--- config.mk ---
export PLATFORM = sky130hd
export DESIGN_NAME = cam_frame_capture_flat
export DESIGN_NICKNAME = d
export VERILOG_FILES = /design/src/rtl/cam_pkg.sv /design/src/rtl/cam_frame_capture_if.sv /design/src/rtl/cam_sync.sv /design/src/rtl/cam_frame_capture.sv /design/src/flat_wrapper.sv
export SDC_FILE = /design/constraint.sdc
export NUM_CORES = 1
export LEC_CHECK = 0
export CAP_MARGIN = 15
export CORE_AREA = 2 2 85 87
export CTS_CLUSTER_SIZE = 30
export DETAILED_ROUTE_END_ITERATION = 10
export DIE_AREA = 0 0 87 89
export GPL_ROUTABILITY_DRIVEN = 0
export PLACE_DENSITY_LB_ADDON = 0.2
export SKIP_LAST_GASP = 1
export SLEW_MARGIN = 20
export SYNTH_ARGS = -nofsm -noshare
export SYNTH_HDL_FRONTEND = slang
export SYNTH_SLANG_ARGS = --single-unit
export TNS_END_PERCENT = 50
--- constraint.sdc ---
create_clock -name clk -period 4.3 [get_ports clk]
set_input_delay 0.86 -clock clk [delete_from_list [all_inputs] [get_ports clk]]
set_output_delay 0.86 -clock clk [all_outputs]
set_load 0.02 [all_outputs]
--- src/rtl/cam_pkg.sv ---
// Shared definitions for the camera capture engine: pixel format codes, FSM states,
// synchroniser depth, control-bus bit positions and the byte-pair to pixel packer.
// No logic of its own; no latency, no backpressure.
package cam_pkg;

  localparam int SYNC_DEPTH = 2;

  localparam int FMT_RGB565 = 0;
  localparam int FMT_RGB444 = 1;
  localparam int FMT_Y8     = 2;

  // Bit positions of the camera control lines inside the shared synchroniser.
  localparam int CTL_HREF  = 0;
  localparam int CTL_VSYNC = 1;
  localparam int CTL_PCLK  = 2;

  typedef enum logic [1:0] {
    ST_IDLE,
    ST_WAIT_FRAME,
    ST_CAPTURE,
    ST_DONE
  } cam_state_t;

  // Packs the first byte b0 and second byte b1 into a pixel, right-aligned in 12 bits.
  function automatic logic [11:0] cam_pix(int fmt, logic [7:0] b0, logic [7:0] b1);
    logic [11:0] p;
    logic        unused_b0;
    p         = '0;
    unused_b0 = b0[4];
    case (fmt)
      FMT_RGB444: p = {b0[3:0], b1};
      FMT_Y8:     p = {4'h0, b0[7:5], b0[7:5], b0[7:6]};
      default:    p = {4'h0, b0[7:5], b0[2:0], b1[4:3]};
    endcase
    return p;
  endfunction

endpackage

--- src/rtl/cam_frame_capture_if.sv ---
// Frame-buffer write port: address, pixel and one-cycle write strobe.
// Pure wiring, no latency.
// No backpressure: the RAM side must accept every strobe.
interface cam_frame_capture_if #(
  parameter int AW = 15,
  parameter int DW = 8
);
  logic [AW-1:0] wr_addr;
  logic [DW-1:0] wr_data;
  logic          wr_en;

  modport master (output wr_addr, output wr_data, output wr_en);
  modport slave  (input  wr_addr, input  wr_data, input  wr_en);
endinterface

--- src/rtl/cam_sync.sv ---
// Multi-bit 2-FF synchroniser with rise/fall detection on the synchronised value.
// Latency: q follows d after SYNC_DEPTH clocks; edge flags are combinational on q.
// No backpressure.
module cam_sync
  import cam_pkg::*;
#(
  parameter int W = 1
) (
  input  logic         clk,
  input  logic         rst,
  input  logic [W-1:0] d,
  output logic [W-1:0] q,
  output logic [W-1:0] rise,
  output logic [W-1:0] fall
);

  logic [SYNC_DEPTH-1:0][W-1:0] stg;
  logic [W-1:0]                 q_prev;

  // Shift the raw input through the synchroniser and keep one more copy for edge detect.
  always_ff @(posedge clk) begin
    if (rst) begin
      stg    <= '0;
      q_prev <= '0;
    end else begin
      stg    <= {stg[SYNC_DEPTH-2:0], d};
      q_prev <= stg[SYNC_DEPTH-1];
    end
  end

  assign q    = stg[SYNC_DEPTH-1];
  assign rise = q & ~q_prev;
  assign fall = ~q & q_prev;

endmodule

--- src/rtl/cam_frame_capture.sv ---
// OV7670-style capture: samples Href/Vsync/Pclk/D as data and emits frame-buffer writes.
// Latency: write strobe 3 clk after the Pclk pin edge completing a pixel; optional frame_cnt (CAM_FRAME_CNT_EN).
// No backpressure: every in-range pixel is written; out-of-range pixels are dropped.
module cam_frame_capture
  import cam_pkg::*;
#(
  parameter int CAM_SCREEN_X = 160,
  parameter int CAM_SCREEN_Y = 120,
  parameter int AW           = 15,
  parameter int DW           = 8,
  parameter int PIX_FMT      = 0
) (
  input  logic                 clk,
  input  logic                 rst,
  input  logic                 capture_en,
  input  logic                 Href,
  input  logic                 Vsync,
  input  logic                 Pclk,
  input  logic [7:0]           D,
  cam_frame_capture_if.master  wr,
  output logic                 frame_done,
  output logic                 line_err,
  output logic                 busy
`ifdef CAM_FRAME_CNT_EN
  ,
  output logic [15:0]          frame_cnt
`endif
);

  localparam int XW = $clog2(CAM_SCREEN_X + 1);
  localparam int YW = $clog2(CAM_SCREEN_Y + 1);
  localparam logic [XW-1:0] X_MAX = XW'(CAM_SCREEN_X);
  localparam logic [YW-1:0] Y_MAX = YW'(CAM_SCREEN_Y);

  cam_state_t state_q, state_d;

  logic [2:0]    ctl_s, ctl_rise, ctl_fall;
  logic [7:0]    d_s, d_rise_unused, d_fall_unused;
  logic          href_s, href_fall, vs_rise, vs_fall, pclk_rise;
  logic          in_capture, frame_start, byte_ev, line_end;
  logic          phase_q;
  logic [7:0]    b0_q;
  logic [XW-1:0] x_q;
  logic [YW-1:0] y_q;
  logic [11:0]   pix;
  logic [31:0]   addr_full;
  logic          unused_bits;

  cam_sync #(.W(3)) u_ctl_sync (
    .clk  (clk),
    .rst  (rst),
    .d    ({Pclk, Vsync, Href}),
    .q    (ctl_s),
    .rise (ctl_rise),
    .fall (ctl_fall)
  );

  cam_sync #(.W(8)) u_dat_sync (
    .clk  (clk),
    .rst  (rst),
    .d    (D),
    .q    (d_s),
    .rise (d_rise_unused),
    .fall (d_fall_unused)
  );

  assign href_s    = ctl_s[CTL_HREF];
  assign href_fall = ctl_fall[CTL_HREF];
  assign vs_rise   = ctl_rise[CTL_VSYNC];
  assign vs_fall   = ctl_fall[CTL_VSYNC];
  assign pclk_rise = ctl_rise[CTL_PCLK];

  // A Vsync rise ends the frame, so bytes and line ends in that same cycle are ignored.
  assign in_capture  = (state_q == ST_CAPTURE);
  assign frame_start = (state_q == ST_WAIT_FRAME) && vs_fall;
  assign byte_ev     = in_capture && pclk_rise && href_s && !vs_rise;
  assign line_end    = in_capture && href_fall && !vs_rise;

  assign pix       = cam_pix(PIX_FMT, b0_q, d_s);
  assign addr_full = 32'(y_q) * 32'(CAM_SCREEN_X) + 32'(x_q);

  // Bits not consumed: unused edge flags, pixel bits above DW, address bits above AW.
  assign unused_bits = ^{ctl_s[CTL_VSYNC], ctl_s[CTL_PCLK], ctl_rise[CTL_HREF],
                         ctl_fall[CTL_PCLK], pix, addr_full};

  // State register.
  always_ff @(posedge clk) begin
    if (rst) state_q <= ST_IDLE;
    else     state_q <= state_d;
  end

  // Next-state logic; capture_en only matters at frame boundaries (IDLE and DONE).
  always_comb begin
    state_d = state_q;
    case (state_q)
      ST_IDLE:       if (capture_en) state_d = ST_WAIT_FRAME;
      ST_WAIT_FRAME: if (vs_fall)    state_d = ST_CAPTURE;
      ST_CAPTURE:    if (vs_rise)    state_d = ST_DONE;
      ST_DONE:       state_d = capture_en ? ST_WAIT_FRAME : ST_IDLE;
      default:       state_d = ST_IDLE;
    endcase
  end

  assign frame_done = (state_q == ST_DONE);
  assign busy       = (state_q == ST_WAIT_FRAME) || (state_q == ST_CAPTURE);

  // Byte pairing, x/y tracking and registered write port; outputs hold when not writing.
  always_ff @(posedge clk) begin
    if (rst) begin
      phase_q    <= 1'b0;
      b0_q       <= '0;
      x_q        <= '0;
      y_q        <= '0;
      line_err   <= 1'b0;
      wr.wr_en   <= 1'b0;
      wr.wr_addr <= '0;
      wr.wr_data <= '0;
    end else begin
      wr.wr_en <= 1'b0;
      line_err <= 1'b0;
      if (!in_capture) begin
        // Leaving capture (incl. Vsync mid-line) drops any half pixel silently.
        phase_q <= 1'b0;
        if (frame_start) begin
          x_q <= '0;
          y_q <= '0;
        end
      end else if (line_end) begin
        line_err <= phase_q;
        phase_q  <= 1'b0;
        x_q      <= '0;
        // x is non-zero exactly when the line completed at least one pixel.
        if (x_q != '0 && y_q < Y_MAX) y_q <= y_q + 1'b1;
      end else if (byte_ev) begin
        if (!phase_q) begin
          b0_q    <= d_s;
          phase_q <= 1'b1;
        end else begin
          phase_q <= 1'b0;
          if (x_q < X_MAX && y_q < Y_MAX) begin
            wr.wr_en   <= 1'b1;
            wr.wr_addr <= addr_full[AW-1:0];
            wr.wr_data <= pix[DW-1:0];
          end
          if (x_q < X_MAX) x_q <= x_q + 1'b1;
        end
      end
    end
  end

`ifdef CAM_FRAME_CNT_EN
  // Count completed frames; wraps naturally at 16 bits.
  always_ff @(posedge clk) begin
    if (rst)                    frame_cnt <= '0;
    else if (state_q == ST_DONE) frame_cnt <= frame_cnt + 16'd1;
  end
`endif

endmodule

--- src/flat_wrapper.sv ---
// flat-port wrapper written by rule: the top's interface ports become plain ports
module cam_frame_capture_flat import cam_pkg::*;
#(
  parameter int CAM_SCREEN_X = 160,
  parameter int CAM_SCREEN_Y = 120,
  parameter int AW           = 15,
  parameter int DW           = 8,
  parameter int PIX_FMT      = 0
)
  (clk, rst, capture_en, Href, Vsync, Pclk, D, frame_done, line_err, busy, wr_wr_addr, wr_wr_data, wr_wr_en);
  cam_frame_capture_if #(.AW(AW), .DW(DW)) wr_i ();
  input  logic clk;
  input  logic rst;
  input  logic capture_en;
  input  logic Href;
  input  logic Vsync;
  input  logic Pclk;
  input  logic [7:0] D;
  output logic frame_done;
  output logic line_err;
  output logic busy;
  output wire logic [$bits(wr_i.wr_addr)-1:0] wr_wr_addr;
  output wire logic [$bits(wr_i.wr_data)-1:0] wr_wr_data;
  output wire logic [$bits(wr_i.wr_en)-1:0] wr_wr_en;
  assign wr_wr_addr = wr_i.wr_addr;
  assign wr_wr_data = wr_i.wr_data;
  assign wr_wr_en = wr_i.wr_en;
  cam_frame_capture #(.CAM_SCREEN_X(CAM_SCREEN_X), .CAM_SCREEN_Y(CAM_SCREEN_Y), .AW(AW), .DW(DW), .PIX_FMT(PIX_FMT)) u_core (.clk(clk), .rst(rst), .capture_en(capture_en), .Href(Href), .Vsync(Vsync), .Pclk(Pclk), .D(D), .wr(wr_i), .frame_done(frame_done), .line_err(line_err), .busy(busy));
endmodule
# [Word level (Yosys, flattened, before mapping)]
# Index checks and enable logic that the tools add are counted.
# W data, S select, Z words.
[word_totals] output_inout_bits=27 in_bits=14 ff_bits=76 word_cells=77
[op_classes] muxes=17 eq_ne=11 mul=1 n_bitwise=8 reduce_logical=21 addsub=3 magnitude_cmp=2
[op_table] op="$mux W8" count=6
[op_table] op="$mux W7" count=4
[op_table] op="$add A15 B8 Y15" count=1
[op_table] op="$mul A7 B3 Y10 const B" count=1
[op_table] op="$ne A3 B3 Y1 const B" count=3
[op_table] op="$add A8 B1 Y8 const B" count=1
[op_table] op="$logic_and A1 B1 Y1" count=8
[op_table] op="$lt A8 B8 Y1 const B" count=1
[op_table] op="$pmux W2 S4" count=1
[op_table] op="$reduce_and A4 Y1" count=2
[op_table] op="$reduce_bool A8 Y1" count=1
[op_table] op="$add A7 B1 Y7 const B" count=1
[op_table] op="$lt A7 B7 Y1 const B" count=1
[op_table] op="$mux W2" count=3
[op_table] op="$ne A2 B2 Y1 const B" count=3
[op_table] op="$reduce_and A3 Y1" count=2
[op_table] op="$reduce_or A3 Y1" count=2
[op_table] op="$reduce_and A5 Y1" count=1
[op_table] op="$reduce_or A5 Y1" count=1
[op_table] op="$eq A2 B2 Y1 const B" count=2
[op_table] op="$ne A2 B1 Y1 const B" count=2
[op_table] op="$not A1 Y1" count=4
[op_table] op="$and A3 B3 Y3" count=1
[op_table] op="$mux W1" count=3
[op_table] op="other kinds (8)" count=8

# [Logic depth before layout (Yosys ltp)]
# Gate-level depths: netlist of run 1.
[depth] depth_word=8 ltp_mapped=8 depth_no_buf=8

# [Modules after synthesis]
# From an unflattened synthesis of run 1, not the netlist that was laid out.
[hier_totals] hier_cells=396 area_unflattened_um2=3757.4
[by_module_without_submodules] module="cam_frame_capture" seq_area_each_um2=980.9 n_inst=1 cells_each=295 area_per_inst_um2=2607.5
[by_module_without_submodules] module="cam_sync at u_core.u_dat_sync" seq_area_each_um2=480.5 n_inst=1 cells_each=74 area_per_inst_um2=853.3
[by_module_without_submodules] module="cam_sync at u_core.u_ctl_sync" seq_area_each_um2=180.2 n_inst=1 cells_each=27 area_per_inst_um2=296.5

# [Worst setup path after synthesis of run 1]
# No wires, ideal clock.
[synth_timing] path_type="flip-flop to flip-flop" start="register u_core.y_q[3]" end="register u_core.wr.wr_addr[13]" required_ps=4214 stages_incl_launch_ff=9 setup_ps=86 path_buffers=0 period_less_slack_ps=2362 arrival_time_ps=2276 path_slack_ps=1938 path_cell_list="dfxtp_1 -> ha_1 -> ha_1 -> fa_1 -> xor2_1 -> o2111ai_1 -> nor4_1 -> xnor2_1 -> a211oi_1"
[synth_via] elab_chain_len=3 word_cells_on_any_way=5 cone_classes="add/sub: 1; mul: 1; order compare: 1; reduce/logical: 2"
[synth_lines] element="from (decl)" line="cam_frame_capture.sv:44" source="logic [YW-1:0] y_q;"
[synth_lines] element="from (signal assigned)" line="cam_frame_capture.sv:133" source="if (x_q != '0 && y_q < Y_MAX) y_q <= y_q + 1'b1;"
[synth_lines] element="branches (longest 3 deep; another with $add A15 B8 Y15)"
[synth_lines] element="to (signal assigned)" line="cam_frame_capture.sv:142" source="wr.wr_addr <= addr_full[AW-1:0];"
[synth_lines] element="to (decl)" line="cam_frame_capture_if.sv:12" source="modport master (output wr_addr, output wr_data, output wr_en);"
# Parallel ways; which one is timed is not known.
# A chain may end at the register's enable or synchronous reset.

# [Worst setup path after layout of run 1]
[layout_timing] start="register u_core.state_q[0]" end="register u_core.wr.wr_addr[1]"
[layout_via] elab_chain_len=5 word_cells_on_any_way=8 cone_classes="eq/ne: 1; bitwise: 1; reduce/logical: 6"
[layout_lines] element="from (decl)" line="cam_frame_capture.sv:35" source="cam_state_t state_q, state_d;"
[layout_lines] element="from (signal assigned)" line="cam_frame_capture.sv:89" source="else state_q <= state_d;"
[layout_lines] element="$eq A2 B2 Y1 (*)" line="cam_frame_capture.sv:74" source="assign in_capture = (state_q == ST_CAPTURE);"
[layout_lines] element="$logic_and A1 B1 Y1, on equally long branches (2 in a row)" line="cam_frame_capture.sv:76, cam_frame_capture.sv:77"
[layout_lines] element="$logic_and A1 B1 Y1 or $not A1 Y1 (tied branches)"
[layout_lines] element="$reduce_and A5 Y1 (no source line) (*)"
# Mark *: on every way between the ends. The rest lies on a longest branch, timed or not.

==> results of run 1 <==
-- through the flow --
| stage | hold WS, ns | utilization, % |
|---|---|---|
| 2_1_floorplan | 0.414 | - |
| 3_3_place_gp | 0.416 | 56.1 |
| 3_5_place_dp | 0.422 | 56.1 |
| 4_1_cts | 0.440 | 59.7 |
| 5_1_grt | 0.456 | 59.7 |
| 6_report | 0.438 | 59.7 |
-- registers in the layout, indices dropped and copies added (netlist names), 3 cells and up --
name,flops
u_core.wr.wr_addr,15
u_core.u_dat_sync.q,8
u_core.u_dat_sync.stg,8
u_core.wr.wr_data,8
u_core.x_q,8
u_core.y_q,7
u_core.b0_q,6
u_core.u_ctl_sync.q,3
u_core.u_ctl_sync.q_prev,3
u_core.u_ctl_sync.stg,3
-- cell usage after synthesis (all sizes together), types with 2 or more instances --
| cell | count |
|---|---|
| nor4 | 2 |
| a21oi | 12 |
| a211oi | 11 |
| dfxtp | 74 |
| nand3 | 9 |
| and2 | 3 |
| mux2i | 23 |
| or4b | 2 |
| buf | 5 |
| nand2 | 9 |
| inv | 15 |
| nor3b | 3 |
| a221oi | 3 |
| xnor2 | 10 |
| nand4 | 3 |
| nor2 | 44 |
| clkbuf | 8 |
| ha | 21 |
| fa | 2 |
| o21ai | 8 |
| a311oi | 2 |
| o21ba | 2 |
| a21o | 4 |
| nand2b | 5 |
| xor2 | 3 |
| nor2b | 28 |
| and3 | 2 |
-- worst max-delay path: cells and delay by family, from the launching register on --
kind / cells / cell delay [ns]
adder cells (fa/ha/maj): 1 / 0.53
buffers and inverters: 2 / 0.52
flip-flops: 1 / 0.34
multiplexers: 1 / 0.22
AND/OR/NAND/NOR: 3 / 1.11
-- cell type report --
class / instances / area (um2) / area share [%]
Clock buffer: 9 / 124 / 3.09
Timing Repair Buffer: 42 / 410 / 10.2
Multi-Input combinational cell: 230 / 1720 / 43.0
Sequential cell: 74 / 1480 / 36.9
Tap cell: 80 / 100 / 2.50
Clock inverter: 6 / 115 / 2.87
Inverter: 15 / 56.3 / 1.40
-- routing by layer --
metal | vias to the layer above | share of wire [%]
li1 | 1229 | -
met1 | 1092 | 49
met2 | 52 | 46
met3 | 8 | 3.8
met4 | 0 | 1.3
met5 | - | 0
-- logic make-up (layout without fill, tap and decap cells) --
family	count (synthesis)	count (layout)	share of synthesized area, %
AND/OR/NAND/NOR	116	116	18.4
AO/OA/AOI/OAI	54	54	13.7
adder cells (fa/ha/maj)	23	23	9.11
XOR/XNOR	13	13	3.43
multiplexers	24	24	7.27
flip-flops	74	74	44.6
buffers and inverters	28	72	3.50
-- layout by cell type (no fill, tap or decap), types with 8 or more instances in the layout --
| master | instances |
|---|---|
| ha_1 | 21 |
| clkbuf_8 | 9 |
| clkdlybuf4s50_1 | 39 |
| xnor2_1 | 10 |
| mux2i_1 | 23 |
| nor2b_1 | 28 |
| nor2_1 | 44 |
| nand2_1 | 9 |
| a211oi_1 | 10 |
| inv_1 | 15 |
| nand3_1 | 9 |
| a21oi_1 | 9 |
| dfxtp_1 | 74 |
| o21ai_0 | 8 |
-- worst max-delay path by stage --
stage | slack [ns] | to | startpoint
floorplan | 1.94 | u_core.wr.wr_addr[13] | u_core.y_q[3]
global placement | 1.54 | u_core.wr.wr_addr[8] | u_core.state_q[0]
detailed placement | 1.45 | u_core.wr.wr_addr[7] | u_core.state_q[0]
CTS | 1.43 | u_core.wr.wr_addr[14] | u_core.state_q[0]
global route | 1.14 | u_core.wr.wr_addr[10] | u_core.state_q[0]
finish | 1.45 | u_core.wr.wr_addr[1] | u_core.state_q[0]
-- power by group --
| group | internal [W] | leakage, nW | switching (W) |
|---|---|---|---|
| registers | 0.000708 | 0.601 | 0.0000173 |
| clock network | 0.000385 | 0.116 | 0.000257 |
| logic | 0.0000969 | 0.802 | 0.000129 |
| total | 0.00119 | 1.52 | 0.000403 |
==> results.toml, run 1 <==
[critical_path]
critPathLaunchType = "flop"
required_ns = 4.52
cpMaxStageDelayCell = "and4b_1"
reg2reg_slack_ns = 1.45
rr_worst_depth = 7
cp.arrival_ns = 3.06
reg2reg_from = "u_core.state_q[0]"
path_class = "reg2reg"
cp-end-kind = "flop"
max_stage_delay_ns = 0.74
r2r_end = "u_core.wr.wr_addr[1]"
worstPathCellList = "inv_1, ha_1, nand4_1, and4b_1, buf_4, mux2i_1, nor2_1"
cp_max_fo = 22

[placement]
post-place-cells = 441
postPlaceCellArea_um2 = 3770
pre_cts_slack_ns = 1.45
port_buffers = 40
hpwl_um = 4120

[clocking]
post_cts_resized = 0
cts_root_buf = "clkbuf_8"
numCtsBuffers = 9
clkTransAtPathRegs_ns = 0.08
clock-sinks = 74
cts_setup_buffers = 0
worstSkewPairLatency_ns = 0.34
cts_max_level = 3
ctsHoldBuffers = 0
cts_tree = "yes"
clk_path_buf_depth = 2

[route]
first_iter_violations = 111
first_pass_iters = 5
ant_nets = 0
post_drt_wl_per_cell_um = 12.8
vias = 2381
drt-total-wl_um = 5820
routed_via_density = 5.22
drc_errors = 0

[global_route]
antenna_found_initial = 0
overflow = 0
grt_first_pass_wirelength_um = 10300
grt_max_degree = 37
grt_pass1_vias = 2267
gr-usage-met2_pct = 26.2
met3_usage_pct = 3.51
grt_busiest_layer = "met2"
grt.total_usage_pct = 16.7
use_met1_pct = 22.2

[logic_synthesis]
synthCells = 332
synth-seq-cells = 74
async_reset_ff_share_pct = 0
yosys-top-cells-area = "dfxtp_1, ha_1, mux2i_1, nor2b_1, nor2_1"
synth.distinct_cells = 53
syn_area_um2 = 3320
ys.flop_type = "dfxtp_1"
synth_top_area_share_pct = 44.6
syn_avg_cell_area_um2 = 10.0
yosysSeqAreaShare_pct = 44.6
syn_nets = 369
synth_edf_count = 0
ys_warn_count = 0
synth_top_cell_by_area = "dfxtp_1"

[hold_path]
hold_class = "reg2reg"
hold_path.startpoint = "u_core.u_dat_sync.stg[3]"
whs_path_depth = 1
hold_end = "u_core.u_dat_sync.q[3]"

[power_and_ir_drop]
p_leak_nw = 1.52
finalPower_w = 0.00159
vdd_ir_drop_max_v = 0.000290
p_per_area_nw_per_um2 = 397

[floorplanning]
coreArea_um2 = 6720
die-height_um = 89
die-area_um2 = 7740
die_x_um = 87
start_util_pct = 49.4
ios = 41
rows = 30

[timing]
slew_violations = 0
relSlewSlack_pct = 59.6
finalSetupViolCount = 0
max_freq_mhz = 351
post-route-period-util_pct = 66.2
worst_pin_slew_ns = 0.605
skew_ns = 0.00806
min_period_ns = 2.85
setup-tns-final_ns = 0
rsz0062_at_grt = "false"
setup_slack_ns = 1.45
hold_violations = 0

[final_layout]
finalInstanceArea_um2 = 4010
final_cells = 456
diodes = 0
area_growth_pct = 20.8
drive_gt1_share_pct = 9.31
nFillCells = 580
fin_nets = 409

[flow_run]
cap_violations = 0

[run_status]
status = "finished, final reports clean"
Power figures use the tool's default switching activity.
==> run 2, diff against run 1 <==
Clock period 4.3 ns to 2.9 ns, I/O delays scaled along.
==> run 2 against run 1 <==
Cell area down 0.12%. Critical path type unchanged. Largest cell class unchanged. Largest power group unchanged. Sequential cell count stayed put. Final cell count is 0.88% higher. Highest routed layer unchanged.
==> results.toml, run 2 (synthesized netlist as in run 1, its figures left out) <==
[clocking]
clk_path_buf_depth = 2
worstSkewPairLatency_ns = 0.35
clkTransAtPathRegs_ns = 0.08
cts_setup_buffers = 0
numCtsBuffers = 9
cts_max_level = 3
cts_tree = "yes"
clock-sinks = 74
cts_root_buf = "clkbuf_8"

[floorplanning]
coreArea_um2 = 6720
die-area_um2 = 7740
start_util_pct = 49.4
ios = 41
rows = 30
die_x_um = 87
die-height_um = 89

[critical_path]
path_buf_inv = 0
cpMaxStageDelayCell = "dfxtp_1"
path_common_cell = "ha_1"
worstPathCellList = "ha_1, ha_1, fa_1, xor2_1, o2111ai_1, nor4_1, xnor2_1, a211oi_1"
reg2reg_slack_ns = 0.29
path_class = "reg2reg"
cp_max_fo = 7
critPathLaunchType = "flop"
required_ns = 3.16
max_stage_delay_ns = 0.46
cp-startpoint = "u_core.y_q[3]"
cp.arrival_ns = 2.87
reg2reg_from = "u_core.y_q[3]"
cp-end-kind = "flop"
cp_top_family = "adder cells"

[power_and_ir_drop]
p_clk_share_pct = 35.4
finalPower_w = 0.00220
power.net_switching_w = 0.000606
vdd_ir_drop_max_v = 0.000428
p_leak_nw = 1.52
pwr-share-comb_pct = 15.6
switching_share_pct = 27.5
p_int_w = 0.00160
p_per_area_nw_per_um2 = 550
pwr-share-seq_pct = 49.0

[placement]
pre_cts_slack_ns = 0.285
port_buffers = 40
hpwl_um = 4170
postPlaceCellArea_um2 = 3810

[timing]
setup-tns-final_ns = 0
max_freq_mhz = 383
finalSetupViolCount = 0
min_period_ns = 2.61
setup_slack_ns = 0.291
worst_pin_slew_ns = 0.484
post-route-period-util_pct = 90.0
rsz0062_at_grt = "false"
slew_violations = 0
skew_ns = 0.00754
relSlewSlack_pct = 67.6
hold_violations = 0

[route]
routed_via_density = 5.17
vias = 2377
drc_errors = 0
first_iter_violations = 94
first_pass_iters = 4
post_drt_wl_per_cell_um = 13.0
ant_nets = 0
drt-total-wl_um = 5960

[global_route]
grt_first_pass_wirelength_um = 10100
grt_max_degree = 39
grt_pass1_vias = 2254
grt.total_usage_pct = 16.7
overflow = 0
antenna_found_initial = 0

[final_layout]
finalInstanceArea_um2 = 4010
largest_register = "u_core.wr.wr_addr"
diodes = 0
largest_reg_flops = 15
drive_gt1_share_pct = 10.3
final_cell_mix = "dfxtp_1, nor2_1, clkdlybuf4s50_1"
fin_nets = 412
area_growth_pct = 20.6
layout_commonest_cell = "dfxtp_1"

[run_status]
status = "finished, final reports clean"

[hold_path]
hold_class = "reg2reg"
hold_path.startpoint = "u_core.u_dat_sync.stg[1]"

[flow_run]
cap_violations = 0
[run 2: what timing repair did]
| action | in CTS | in global routing |
|---|---|---|
| endpoints found under the setup margin | 0 | 1 |
| hold buffers | 0 | 0 |
| gates resized for setup | 0 | 1 |
[run 2: area by class of cell]
class | instances | area, um2
fillers | 609 | 2710
multi-input cells | 230 | 1730
flip-flops and latches | 74 | 1480
repair buffers | 45 | 445
clock buffers | 10 | 128
well taps | 80 | 100
clock inverters | 6 | 65.1
inverters | 15 | 56.3
[run 2: path summary, 6_finish.rpt]
path	endpoint	depth (start not counted)
worst max register to register	u_core.wr.wr_addr[13]	8
worst max-delay path	u_core.wr.wr_addr[13]	8
worst min-delay path	u_core.u_dat_sync.q[1]	1
worst min register to register	u_core.u_dat_sync.q[1]	1
[run 2: stage by stage]
stage	instances	util (%)	hold slack, ns
3_5_place_dp	444	56.7	0.420
5_1_grt	460	59.6	0.455
6_report	460	59.6	0.432
3_3_place_gp	444	56.7	0.417
2_1_floorplan	332	-	0.414
4_1_cts	460	59.5	0.438
[run 2: power by group through the flow]
| stage | Sequential, W | Clock (W) | Combinational, W |
|---|---|---|---|
| 4_1_cts | 0.00108 | 0.000803 | 0.000347 |
| 2_1_floorplan | 0.00109 | 0 | 0.000256 |
| 5_1_grt | 0.00108 | 0.000850 | 0.000385 |
| 6_report | 0.00108 | 0.000780 | 0.000345 |
| 3_5_place_dp | 0.00110 | 0 | 0.000341 |
| 3_3_place_gp | 0.00110 | 0 | 0.000337 |
[run 2: per-layer routing]
metal | vias up | global-route usage (%) | share of wire, %
met5 | - | 0 | 0
met3 | 8 | 4.62 | 3.9
li1 | 1238 | - | -
met4 | 0 | 6.39 | 1.3
met2 | 40 | 27.2 | 48
met1 | 1091 | 21.1 | 47
==> run 3, diff against run 2 <==
--- a/config.mk
+++ b/config.mk
@@ -6,4 +6,5 @@
 export NUM_CORES = 1
 export LEC_CHECK = 0
+export ABC_CLOCK_PERIOD_IN_PS = 2900
 export CAP_MARGIN = 15
 export CORE_AREA = 2 2 85 87
==> constraint.sdc (replaced) <==
create_clock -name clk -period 2.9 [get_ports clk]
set_input_delay 0.58 -clock clk [delete_from_list [all_inputs] [get_ports clk]]
set_output_delay 0.58 -clock clk [all_outputs]
set_load 0.1 [all_outputs]
==> run 3 against run 2 <==
Sequential share of layout area up 0.44 points. First-iteration DRC count up 2.1%. Worst setup slack worse by 0.055 ns. Critical path type unchanged. Critical endpoint unchanged. Largest power group unchanged.
==> results.toml, run 3 (synthesized netlist as in run 1, its figures left out) <==
[critical_path]
cp_max_fo = 7
cp-end-kind = "flop"
critPathLaunchType = "flop"
max_stage_delay_ns = 0.47
worstPathCellList = "ha_1, ha_1, fa_1, xor2_1, o2111ai_1, nor4_1, xnor2_1, a211oi_1"
cp.arrival_ns = 2.92
cpMaxStageDelayCell = "dfxtp_1"
path_buf_inv = 0
required_ns = 3.16
cp_top_family = "adder cells"
path_common_cell = "ha_1"
path_class = "reg2reg"

[timing]
relSlewSlack_pct = 67.9
skew_ns = 0.00696
slew_violations = 0
max_freq_mhz = 375
finalSetupViolCount = 0
post-route-period-util_pct = 91.9
fin_hold_ws_ns = 0.433
hold_violations = 0
min_period_ns = 2.66
rsz0062_at_grt = "true"
worst_pin_slew_ns = 0.479

[clocking]
post_cts_resized = 0
cts_setup_buffers = 0
cts_max_level = 3
numCtsBuffers = 9
cts_root_buf = "clkbuf_8"
clk_path_buf_depth = 2
worstSkewPairLatency_ns = 0.34
ctsHoldBuffers = 0
clkTransAtPathRegs_ns = 0.08
clock-sinks = 74
cts_tree = "yes"

[run_status]
status = "finished, final reports clean"

[route]
drc_errors = 0
first_pass_iters = 4
drt-total-wl_um = 5750
ant_nets = 0
post_drt_wl_per_cell_um = 12.5
routed_via_density = 5.18
first_iter_violations = 96
vias = 2381

[global_route]
antenna_found_initial = 0
grt.total_usage_pct = 16.0
grt_first_pass_wirelength_um = 9720
grt_max_degree = 39
overflow = 0
grt_pass1_vias = 2212

[hold_path]
hold_class = "reg2reg"

[floorplanning]
die-height_um = 89
rows = 30
coreArea_um2 = 6720
start_util_pct = 49.4
die_x_um = 87
ios = 41
die-area_um2 = 7740

[final_layout]
diodes = 0
nFillCells = 597
layout_commonest_cell = "dfxtp_1"
area_growth_pct = 19.2
drive_gt1_share_pct = 17.6
final_cell_mix = "dfxtp_1, nor2_1, buf_4"
largest_register = "u_core.wr.wr_addr"
largest_reg_flops = 15
fin_nets = 412

[placement]
port_buffers = 40
hpwl_um = 4080

[power_and_ir_drop]
p_per_area_nw_per_um2 = 587
finalPower_w = 0.00233
vdd_ir_drop_max_v = 0.000699
p_leak_nw = 1.57

[flow_run]
cap_violations = 0
==> run 3: cell count changes in the layout (fill, tap and decap cells not counted) <==
cell | previous run | this run
buf_4 | 4 | 31
clkinv_2 | 2 | 0
clkinvlp_4 | 1 | 3
clkdlybuf4s50_1 | 39 | 12
clkbuf_8 | 9 | 11
clkinv_4 | 1 | 0
clkbuf_1 | 1 | 0
==> run 3: path summary, 6_finish.rpt <==
path | startpoint | end | slack [ns] | depth (start not counted)
setup / recovery | u_core.y_q[3] | u_core.wr.wr_addr[13] | 0.24 | 8
hold / removal | u_core.u_dat_sync.stg[6] | u_core.u_dat_sync.q[6] | 0.43 | 1
setup reg to reg | u_core.y_q[3] | u_core.wr.wr_addr[13] | 0.24 | 8
hold reg to reg | u_core.u_dat_sync.stg[6] | u_core.u_dat_sync.q[6] | 0.43 | 1
==> run 3: stage by stage <==
step	area [um2]	worst slack (ns)	setup TNS [ns]	util, %	std cells
6_report	3960	0.236	0	58.9	460
5_1_grt	3960	-0.00833	-0.00833	58.9	460
4_1_cts	3950	0.237	0	58.8	460
3_5_place_dp	3740	0.289	0	55.7	444
3_3_place_gp	3740	0.388	0	55.7	444
2_1_floorplan	3320	0.538	0	-	332
==> run 3: cell type report <==
class / count / area [um2] / share of cell area (%)
multi-input cells: 230 / 1730 / 43.7
flip-flops and latches: 74 / 1480 / 37.4
inverters: 15 / 56.3 / 1.42
clock inverters: 5 / 61.3 / 1.55
repair buffers: 45 / 378 / 9.54
clock buffers: 11 / 151 / 3.82
well taps: 80 / 100 / 2.53
==> run 3: power by group <==
group	switching [W]	internal, W
Clock	0.000376	0.000447
Combinational	0.000283	0.000144
Sequential	0.0000248	0.00105
Total	0.000684	0.00164
==> run 3: worst register-to-register path: stages, from the launching register on <==
cell       delay (ns)
dfxtp_1          0.47
ha_1             0.29
ha_1             0.24
fa_1             0.41
xor2_1           0.28
o2111ai_1        0.23
nor4_1           0.35
xnor2_1          0.10
a211oi_1         0.21
==> run 3: layer usage <==
layer | GRT usage, % | part of all wire (%) | up-vias
met5 | 0 | 0 | -
met1 | 19.5 | 47 | 1092
met3 | 5.26 | 4.4 | 7
met2 | 27.1 | 47 | 42
li1 | - | - | 1240
met4 | 4.69 | 1.1 | 0
